<file path="src/rtl/uart_rx_if.sv">
// Serial-side and word-side signals of the UART receiver, grouped for port connection.
`timescale 1ns/1ps
interface uart_rx_if #(
  parameter int DBIT = 8
) ();
  logic            s_tick;
  logic            rx;
  logic [DBIT-1:0] dout;
  logic            rx_done_tick;
  logic            frame_err;
  logic            parity_err;

  // master drives the line and tick and consumes received words
  modport master (
    output s_tick, rx,
    input  dout, rx_done_tick, frame_err, parity_err
  );

  modport slave (
    input  s_tick, rx,
    output dout, rx_done_tick, frame_err, parity_err
  );
endinterface

</file>
<file path="src/rtl/uart_rx.sv">
// 16x-oversampled UART receiver, LSB first, DBIT data bits, SB_TICK-tick stop bit.
// Define UART_RX_PARITY_EN to add an even-parity bit between data and stop.
//
//  state  | meaning
//  IDLE   | line idle, waiting for rx_s low on an s_tick
//  START  | counting to the middle of the start bit, rejecting glitches
//  DATA   | sampling DBIT data bits mid-bit, shifting in LSB first
//  PARITY | sampling the parity bit (UART_RX_PARITY_EN only)
//  STOP   | waiting out the stop bit, then publishing the word
`timescale 1ns/1ps
module uart_rx #(
  parameter int DBIT    = 8,
  parameter int SB_TICK = 16
) (
  input logic     clk,
  input logic     reset,
  uart_rx_if.slave bus
);

  localparam int SMAX = (SB_TICK > 16) ? SB_TICK : 16;
  localparam int SW   = $clog2(SMAX);
  localparam int NW   = (DBIT > 1) ? $clog2(DBIT) : 1;

  localparam logic [SW-1:0] S_MID  = SW'(7);
  localparam logic [SW-1:0] S_END  = SW'(15);
  localparam logic [SW-1:0] S_STOP = SW'(SB_TICK - 1);
  localparam logic [NW-1:0] N_LAST = NW'(DBIT - 1);

`ifdef UART_RX_PARITY_EN
  localparam logic PAR_ODD = 1'b0;
`endif

  typedef enum logic [2:0] {
    IDLE,
    START,
    DATA,
    STOP
`ifdef UART_RX_PARITY_EN
    , PARITY
`endif
  } state_t;

  state_t          state_q, state_d;
  logic [SW-1:0]   s_q, s_d;
  logic [NW-1:0]   n_q, n_d;
  logic [DBIT-1:0] b_q, b_d;
  logic [DBIT-1:0] dout_q, dout_d;
  logic            ferr_q, ferr_d;
  logic            done_q, done_d;
  logic            rx_meta, rx_s;
`ifdef UART_RX_PARITY_EN
  logic            par_bad_q, par_bad_d;
  logic            perr_q, perr_d;
`endif

  // rx is asynchronous to clk
  always_ff @(posedge clk) begin
    if (reset) begin
      rx_meta <= 1'b1;
      rx_s    <= 1'b1;
    end else begin
      rx_meta <= bus.rx;
      rx_s    <= rx_meta;
    end
  end

  always_ff @(posedge clk) begin
    if (reset) begin
      state_q <= IDLE;
      s_q     <= '0;
      n_q     <= '0;
      b_q     <= '0;
      dout_q  <= '0;
      ferr_q  <= 1'b0;
      done_q  <= 1'b0;
`ifdef UART_RX_PARITY_EN
      par_bad_q <= 1'b0;
      perr_q    <= 1'b0;
`endif
    end else begin
      state_q <= state_d;
      s_q     <= s_d;
      n_q     <= n_d;
      b_q     <= b_d;
      dout_q  <= dout_d;
      ferr_q  <= ferr_d;
      done_q  <= done_d;
`ifdef UART_RX_PARITY_EN
      par_bad_q <= par_bad_d;
      perr_q    <= perr_d;
`endif
    end
  end

  always_comb begin
    state_d = state_q;
    s_d     = s_q;
    n_d     = n_q;
    b_d     = b_q;
    dout_d  = dout_q;
    ferr_d  = ferr_q;
    done_d  = 1'b0;
`ifdef UART_RX_PARITY_EN
    par_bad_d = par_bad_q;
    perr_d    = perr_q;
`endif
    if (bus.s_tick) begin
      case (state_q)
        IDLE: begin
          if (!rx_s) begin
            state_d = START;
            s_d     = '0;
          end
        end
        START: begin
          if (s_q == S_MID) begin
            if (!rx_s) begin
              state_d = DATA;
              s_d     = '0;
              n_d     = '0;
            end else begin
              state_d = IDLE;
            end
          end else begin
            s_d = s_q + SW'(1);
          end
        end
        DATA: begin
          if (s_q == S_END) begin
            b_d = {rx_s, b_q[DBIT-1:1]};
            s_d = '0;
            if (n_q == N_LAST) begin
`ifdef UART_RX_PARITY_EN
              state_d = PARITY;
`else
              state_d = STOP;
`endif
            end else begin
              n_d = n_q + NW'(1);
            end
          end else begin
            s_d = s_q + SW'(1);
          end
        end
`ifdef UART_RX_PARITY_EN
        PARITY: begin
          if (s_q == S_END) begin
            par_bad_d = (^b_q) ^ rx_s ^ PAR_ODD;
            s_d       = '0;
            state_d   = STOP;
          end else begin
            s_d = s_q + SW'(1);
          end
        end
`endif
        STOP: begin
          if (s_q == S_STOP) begin
            dout_d  = b_q;
            ferr_d  = ~rx_s;
            done_d  = 1'b1;
            state_d = IDLE;
`ifdef UART_RX_PARITY_EN
            perr_d  = par_bad_q;
`endif
          end else begin
            s_d = s_q + SW'(1);
          end
        end
        default: state_d = IDLE;
      endcase
    end
  end

  // strobe is registered so dout and the error flags are valid in the same cycle
  assign bus.dout         = dout_q;
  assign bus.rx_done_tick = done_q;
  assign bus.frame_err    = ferr_q;
`ifdef UART_RX_PARITY_EN
  assign bus.parity_err   = perr_q;
`else
  assign bus.parity_err   = 1'b0;
`endif

endmodule

</file>
<file path="src/flat_wrapper.sv">
// flat-port wrapper written by rule: the top's interface ports become plain ports
module uart_rx_flat 
#(
  parameter int DBIT    = 8,
  parameter int SB_TICK = 16
)
  (clk, reset, bus_s_tick, bus_rx, bus_dout, bus_rx_done_tick, bus_frame_err, bus_parity_err);
  uart_rx_if #(.DBIT(DBIT)) bus_i ();
  input logic clk;
  input logic reset;
  input wire logic [$bits(bus_i.s_tick)-1:0] bus_s_tick;
  input wire logic [$bits(bus_i.rx)-1:0] bus_rx;
  output wire logic [$bits(bus_i.dout)-1:0] bus_dout;
  output wire logic [$bits(bus_i.rx_done_tick)-1:0] bus_rx_done_tick;
  output wire logic [$bits(bus_i.frame_err)-1:0] bus_frame_err;
  output wire logic [$bits(bus_i.parity_err)-1:0] bus_parity_err;
  assign bus_i.s_tick = bus_s_tick;
  assign bus_i.rx = bus_rx;
  assign bus_dout = bus_i.dout;
  assign bus_rx_done_tick = bus_i.rx_done_tick;
  assign bus_frame_err = bus_i.frame_err;
  assign bus_parity_err = bus_i.parity_err;
  uart_rx #(.DBIT(DBIT), .SB_TICK(SB_TICK)) u_core (.clk(clk), .reset(reset), .bus(bus_i));
endmodule
</file>
<file path="config.mk">
export PLATFORM = sky130hd
export DESIGN_NAME = uart_rx_flat
export DESIGN_NICKNAME = d
export VERILOG_FILES = /design/src/rtl/uart_rx_if.sv /design/src/rtl/uart_rx.sv /design/src/flat_wrapper.sv
export SDC_FILE = /design/constraint.sdc
export NUM_CORES = 1
export LEC_CHECK = 0
export CORE_MARGIN = 4
export CORE_UTILIZATION = 49
export CTS_CLUSTER_DIAMETER = 150
export DETAILED_ROUTE_END_ITERATION = 8
export GPL_TIMING_DRIVEN = 1
export PLACE_DENSITY = 0.75
export SYNTH_ARGS = -nofsm -noshare
export SYNTH_HDL_FRONTEND = slang
export SYNTH_SLANG_ARGS = --single-unit
export TNS_END_PERCENT = 100
</file>
<file path="constraint.sdc">
create_clock -name clk -period 2 [get_ports clk]
set_clock_uncertainty 0.2 [all_clocks]
set_input_delay 0.5 -clock clk [delete_from_list [all_inputs] [get_ports clk]]
set_output_delay 0.5 -clock clk [all_outputs]
set_load 0.02 [all_outputs]
</file>
* Word level (Yosys, flattened, before mapping)
Index checks and enable logic that the tools add are counted.
** Word-level totals
- Register bits :: 30
- Bits of input ports :: 4
- Output and inout port bits :: 11
** Cells by class
- Add/subtract/negate cells :: 2
- Equality and inequality tests :: 14
- Muxes and demuxes :: 18
- Bitwise operators :: 3
- Reduce and logical (&&, ||, !) cells :: 9
** Operators by type and width (count)
- $mux W3 :: 9
- $mux W4 :: 4
- $pmux W4 S4 :: 1
- $pmux W3 S4 :: 1
- $reduce_and A6 Y1 :: 2
- $reduce_and A3 Y1 :: 3
- $ne A2 B1 Y1 const B :: 4
- $ne A2 B2 Y1 const B :: 4
- $eq A3 B2 Y1 const B :: 2
- $pmux W3 S2 :: 1
- $add A4 B1 Y4 const B :: 1
- $eq A4 B3 Y1 const B :: 1
- $eq A4 B4 Y1 const B :: 1
- $reduce_bool A4 Y1 :: 1
- $add A3 B1 Y3 const B :: 1
- $eq A3 B1 Y1 const B :: 1
- $eq A3 B3 Y1 const B :: 1
- $logic_not A3 Y1 :: 1
- $not A1 Y1 :: 3
- $reduce_or A3 Y1 :: 1
- $mux W2 :: 1
- $reduce_bool A2 Y1 :: 1
- $mux W1 :: 1

* Depth between registers and ports, before layout
Gate-level depths: netlist of run 1.
- Depth in word-level cells :: 4
- Mapped depth :: 7
- Mapped depth without buffers :: 6

* Worst setup path before layout of run 1
Ideal clock, no wire load.
- Path type :: reg-to-reg
- Start :: register u_core.state_q[0]
- End :: register u_core.s_q[1]
- Library setup time :: 0.088 ns
- Data arrival time :: 1.661 ns
- Required time :: 1.712 ns
- Path slack :: 0.051 ns
- Cell stages (with the launch flop) :: 8
- Buffers on the path :: 1
- Clock period less this slack :: 1.949 ns
- Cells stage by stage :: dfxtp_1 -> inv_1 -> ha_1 -> buf_2 -> or4_1 -> nand3_1 -> a31oi_1 -> o32ai_2
** Between the ends
- Word-level cells in the longest chain between the ends :: 3
- Elaborated cells between the ends (all ways) :: 8
- Classes of those cells :: 4 x eq/ne; 1 x mux; 3 x reduce/logical
** Ends and longest elaborated chain
- start: declaration :: line uart_rx.sv:43 : state_t state_q, state_d;
- start signal: assignment :: line uart_rx.sv:81 : state_q <= state_d;
- $eq A3 B2 Y1, or another cell as far along :: line uart_rx.sv:108 : case (state_q)
- $ne A2 B2 Y1 (no source line) / $reduce_bool A4 Y1 (equally long branches)
- $reduce_and A3 Y1 (no source line)
- end signal: assignment :: line uart_rx.sv:70 : s_q <= '0;
- end signal: assignment :: line uart_rx.sv:82 : s_q <= s_d;
- end: declaration :: line uart_rx.sv:44 : logic [SW-1:0] s_q, s_d;
Several ways; a longest one is shown, not always the timed one.
A chain may end at the register's enable or synchronous reset.

* Worst setup path after layout of run 1
- Start :: register u_core.state_q[1]
- End :: register u_core.n_q[0]
** Between the ends
- Word-level cells in the longest chain between the ends :: 3
- Elaborated cells between the ends (all ways) :: 9
- Classes of those cells :: 6 x eq/ne; 1 x mux; 2 x reduce/logical
** Ends and longest elaborated chain
- $eq A3 B2 Y1 / $eq A3 B1 Y1 (equally long branches) :: line uart_rx.sv:108
- $ne A2 B1 Y1 (no source line), or another cell as far along
- $reduce_and A6 Y1 (no source line)
- end signal: assignment :: line uart_rx.sv:83 : n_q <= n_d;
- end: declaration :: line uart_rx.sv:45 : logic [NW-1:0] n_q, n_d;
Several ways; a longest one is shown, not always the timed one.

==> reports/results.txt, run 1 <==
status: finished, final reports clean
final setup violation count: 0
die width: 61 µm
Post-CTS Hold Buffers: 0
critical path class: reg2reg
worst path arrival time: 1960 ps
crit-path max FO: 6
worst r2r path cells: 6
fin cells: 202
Ports: 15
P_leak: 0.9315 nW
clk_lat worst skew: 310 ps
global placement routability congestion: 0.8087
CP Data Required Time: 2040 ps
total grt overflow: 0
# diodes: 0
maxcap violations: 0
Pre-Repair DR Iteration Count: 6
crit start category: flop
register area share after synthesis: 42.18%
first-pass GRT wire length: 4623 µm
placed cell count: 194
initial antenna violation count: 0
Filler Cell Count: 214
clk buf depth: 2
CP max stage delay: 490 ps
Initial Util: 53.61%
register area: 585.6 µm²
GRT Util Overall: 16.85%
Routed Wire Length: 2734 µm
number of post-CTS setup repair buffers: 0
Pwr Total: 1.159 mW
final hold violation count: 0
critical path cell sequence: inv_1 > ha_2 > mux2i_1 > a41oi_1 > or4_1 > a21oi_1
vias per cell: 5.470
DIE AREA: 3721 µm²
most frequent cells in the layout: dfxtp_1, nor2_1, buf_4
post-layout util: 67.59%
WL per Instance: 13.53 µm
post-route antenna net violation count: 0
synthesis-stage register bit count: 29
die height: 61 µm
post-synth top area cell: dfxtp_1
CTS tree: yes
Slowest cell on crit path: or4_1
Num CTS Buffers: 5
nets: 182
Synth cell types: 42
clock period minus worst slack: 1916 ps
port buffer count: 13
area grow syn2layout: 26.09%
peak supply drop: 0.7298 mV
DRC viols: 0
Synth area leaders: dfxtp_1, mux2i_1, ha_1
Multi-input gate area: 713.2 µm²
highest clock rate: 521.8 MHz
layout cells sized above 1: 23.26%
row count: 18
power density over cell area: 668.0 nW/µm²
Setup TNS Final: 0 ps
core footprint: 2567 µm²
Final HPWL DP: 1996 µm
RSZ-0062 raised after global routing: true
most common cell after layout, fill and taps aside: dfxtp_1
vias: 1105
final period utilization: 95.82%
share of Yosys cell area claimed by the top area cell type: 42.18%
DR iter-0 viols: 64
Synth warnings: 0
syn avg cell area: 9.692 µm²
Hold Path Stages: 1
Fin Hold WS: 220.7 ps
pin count of the biggest net entering global routing: 10
clk root buf: clkbuf_4
post-synthesis instance area: 1376 µm²
synthesized net count: 153
TritonCTS Sinks: 29
HP Class: reg2reg
synthesized instance count: 142
H-tree levels: 2
Worst setup EP type: flop
Slew Viols, Final: 0
number of global-route vias before repair: 1073
Worst-path clk slew: 90 ps
-- per-layer routing --
layer / share of wire (%) / global-route usage (%) / up-vias
met3: 3.3 / 5.745 / 2
met2: 52 / 27.79 / 13
met4: 0.69 / 6.502 / 0
met5: 0 / 0 / -
li1: - / - / 561
met1: 44 / 20.18 / 529
-- logic make-up after synthesis --
family,count (synthesis),synth area share [%]
AOI/OAI and AO/OA,23,12.64
xor gates and xnor gates,1,0.6365
buffers and inverters,16,7.455
and+or+nand+nor,48,18.09
muxes,17,12.36
DFF,29,42.18
other,1,0.2725
adders and majority gates,7,6.363
-- power by group --
group	leakage (nW)	internal [mW]	switching [mW]
logic	0.651	0.0422	0.0444
registers	0.235	0.580	0.00320
clock network	0.0455	0.298	0.191
-- worst paths after layout --
| path | startpoint | end | slack [ps] |
|---|---|---|---|
| hold / removal | u_core.rx_meta | u_core.rx_s | 220 |
| setup reg to reg | u_core.state_q[1] | u_core.n_q[0] | 80 |
| setup / recovery | u_core.state_q[1] | u_core.n_q[0] | 80 |
| hold reg to reg | u_core.rx_meta | u_core.rx_s | 220 |
-- registers in the layout, indices dropped and copies added (netlist names) --
register,cells
u_core.b_q,8
u_core.bus.dout,8
u_core.s_q,4
u_core.n_q,3
u_core.state_q,2
u_core.bus.frame_err,1
u_core.bus.rx_done_tick,1
u_core.rx_meta,1
u_core.rx_s,1
-- stage by stage --
stage / setup slack [ps] / area [µm²]
2_1_floorplan: 50.51 / 1376
3_3_place_gp: -143.9 / 1603
3_5_place_dp: -167.8 / 1603
4_1_cts: 7.392 / 1689
5_1_grt: -34.83 / 1735
6_report: 83.64 / 1735
-- critical path: cells and delay by family, from the launching register on --
family / cells / cell delay [ps]
flip-flops: 1 / 360
AND/OR/NAND/NOR: 1 / 490
multiplexers: 1 / 200
AO/OA/AOI/OAI: 2 / 310
adder cells (fa/ha/maj): 1 / 220
buffers and inverters: 1 / 80
-- cell usage after synthesis --
master and n:
buf_8 1, a311oi_1 1, xnor2_1 1, and3_2 1, nor4b_1 1, nand3b_1 2
a21oi_1 5, buf_2 2, o21ai_0 4, nand4b_1 1, nor2_1 20, a41oi_1 1
a41o_1 1, nor3b_2 1, nand3_2 1, or4_1 2, and3_1 1, clkbuf_1 2
dfxtp_1 29, o32ai_2 1, ha_1 7, mux2i_1 17, a31oi_1 3, conb_1 1
or2_0 1, nand4_1 2, o32ai_1 1, buf_4 1, nor3_1 1, nand2_1 6
inv_1 7, or2_2 2, a311o_1 1, nand3_1 5, clkbuf_8 1, buf_6 2
o22ai_1 1, a211oi_2 1, o221a_2 1, nand2b_1 1, a211o_1 1, o2111ai_1 1
-- timing repair --
| item | CTS | global route |
|---|---|---|
| pin swaps | 0 | 1 |
| resized for setup | 1 | 16 |
| gates cloned | 0 | 0 |
| setup endpoints to repair | 1 | 16 |
-- final cells by class --
type                    count  area share, %
flip-flops and latches     29          33.74
inverters                   7          1.514
clock buffers               7          3.172
well taps                  30          2.163
clock inverters             1          1.730
repair buffers             31          16.58
multi-input cells          97          41.10
Power figures use the tool's default switching activity.
==> inputs of run 2 (changes only) <==
--- a/config.mk
+++ b/config.mk
@@ -10,6 +10,7 @@
 export CTS_CLUSTER_DIAMETER = 150
 export DETAILED_ROUTE_END_ITERATION = 8
 export GPL_TIMING_DRIVEN = 1
+export HOLD_SLACK_MARGIN = 0.06
 export PLACE_DENSITY = 0.75
 export SYNTH_ARGS = -nofsm -noshare
 export SYNTH_HDL_FRONTEND = slang
==> results of run 2 <==
Final layout, timing and power as in run 1 (identical DEF).
==> inputs of run 3 (changes only) <==
--- a/config.mk
+++ b/config.mk
@@ -6,12 +6,13 @@
 export NUM_CORES = 1
 export LEC_CHECK = 0
 export CORE_MARGIN = 4
-export CORE_UTILIZATION = 49
+export CORE_UTILIZATION = 50
+export CTS_BUF_LIST = sky130_fd_sc_hd__clkbuf_8
 export CTS_CLUSTER_DIAMETER = 150
 export DETAILED_ROUTE_END_ITERATION = 8
 export GPL_TIMING_DRIVEN = 1
 export HOLD_SLACK_MARGIN = 0.06
-export PLACE_DENSITY = 0.75
+export PLACE_DENSITY = 0.76
 export SYNTH_ARGS = -nofsm -noshare
 export SYNTH_HDL_FRONTEND = slang
 export SYNTH_SLANG_ARGS = --single-unit
==> reports/results.txt, run 3 (synthesis results as in run 1) <==
status: finished, final reports clean
DRC viols: 0
Post-Place Setup Slack: -180.8 ps
Slew Viols, Final: 0
post-layout util: 71.63%
CP max stage delay: 480 ps
final instance area: 1823 µm²
WL per Instance: 15.96 µm
die width: 60.47 µm
vias: 1179
die height: 60.47 µm
Routed Wire Length: 3224 µm
vias per cell: 5.837
Num CTS Buffers: 5
port buffer count: 13
GRT busiest layer: met2
clock period minus worst slack: 1941 ps
Final WS setup: 59.45 ps
pin count of the biggest net entering global routing: 12
CTS tree: yes
most frequent cells in the layout: dfxtp_1, nor2_1, buf_4
Filler Cell Count: 183
# diodes: 0
first-pass GRT wire length: 4761 µm
initial antenna violation count: 0
post-route antenna net violation count: 0
final setup violation count: 0
critical path class: reg2reg
Slowest cell on crit path: or4_1
total grt overflow: 0
Worst-path clk slew: 70 ps
Ports: 15
clk buf depth: 2
placed cell count: 193
number of global-route vias before repair: 1124
peak supply drop: 0.6409 mV
TritonCTS Sinks: 29
final period utilization: 97.03%
highest clock rate: 515.3 MHz
Post-CTS Hold Buffers: 0
layout cells sized above 1: 26.74%
routing usage on met2: 28.24%
most common cell after layout, fill and taps aside: dfxtp_1
crit start category: flop
final hold violation count: 0
maxcap violations: 0
worst path arrival time: 1970 ps
Pre-Repair DR Iteration Count: 4
nets: 182
Fin Hold WS: 216.9 ps
H-tree levels: 2
P_leak: 0.7886 nW
Initial Util: 54.08%
critical path cell sequence: inv_4 > ha_4 > buf_4 > mux2i_4 > a41oi_2 > or4_1 > a21oi_1
area grow syn2layout: 32.45%
Worst setup EP type: flop
Final HPWL DP: 2092 µm
core footprint: 2545 µm²
power density over cell area: 720.5 nW/µm²
crit-path max FO: 5
GRT Util Overall: 18.15%
met3 global-route usage: 7.021%
clk_lat worst skew: 290 ps
row count: 18
clk root buf: clkbuf_8
fin cells: 202
DR iter-0 viols: 26
CP Data Required Time: 2020 ps
global placement routability congestion: 0.8137
placed cell area: 1595 µm²
HP Class: reg2reg
met1 Resource Use GR: 20.91%
DIE AREA: 3656 µm²
[run 3: cell count changes in the layout (fill, tap and decap cells not counted), moves of 2 or more]
cell,change
clkbuf_4,-5
clkbuf_8,+5
ha_4,+3
ha_1,-2
clkdlybuf4s50_1,+9
dlymetal6s2s_1,-9
[run 3: routing by layer]
layer / up-vias / wire length (µm) / share of wire (%)
met3: 17 / 123 / 3.8
met4: 0 / 149 / 4.6
met1: 568 / 1374 / 43
met2: 32 / 1576 / 49
li1: 562 / - / -
met5: - / 0 / 0
[run 3: what timing repair did]
| item | 4_1_cts | 5_1_grt |
|---|---|---|
| pin swaps | 1 | 7 |
| endpoints found under the setup margin | 5 | 6 |
| resized for setup | 3 | 19 |
| setup buffers | 0 | 1 |
[run 3: final timing paths]
path / start / endpoint / slack, ps / depth (start not counted)
worst max-delay path: u_core.state_q[0] / u_core.n_q[0] / 60 / 7
worst min-delay path: u_core.rx_meta / u_core.rx_s / 220 / 1
worst max register to register: u_core.state_q[0] / u_core.n_q[0] / 60 / 7
worst min register to register: u_core.rx_meta / u_core.rx_s / 220 / 1
[run 3: critical path, delay by kind of cell (launching register included)]
family	cells	cell delay, ps
multiplexers	1	180
flip-flops	1	380
adder cells (fa/ha/maj)	1	160
AO/OA/AOI/OAI	2	270
AND/OR/NAND/NOR	1	480
buffers and inverters	2	210
[run 3: cell type report]
cell class,count,area [µm²],share of cell area [%]
clock buffer,6,82.58,4.530
clock inverter,2,33.78,1.853
inverter,7,28.78,1.579
multi-input combinational,97,787.0,43.17
sequential,29,588.1,32.26
tap,30,37.54,2.059
timing repair buffer,31,265.3,14.55
[run 3: report_power, final]
| group | total [mW] | leakage [nW] | internal (mW) | switching [mW] |
|---|---|---|---|---|
| Sequential | 0.584 | 0.236 | 0.580 | 0.00447 |
| Clock | 0.626 | 0.0626 | 0.400 | 0.226 |
| Combinational | 0.103 | 0.490 | 0.0492 | 0.0538 |
| Total | 1.31 | 0.789 | 1.03 | 0.284 |
[run 3: stage by stage]
| step | TNS [ps] | total power, mW |
|---|---|---|
| 2_1_floorplan | 0 | 0.6470 |
| 3_5_place_dp | -630.8 | 0.6785 |
| 5_1_grt | -38.77 | 1.359 |
| 4_1_cts | 0 | 1.308 |
| 3_3_place_gp | -218.7 | 0.6753 |
| 6_report | 0 | 1.313 |
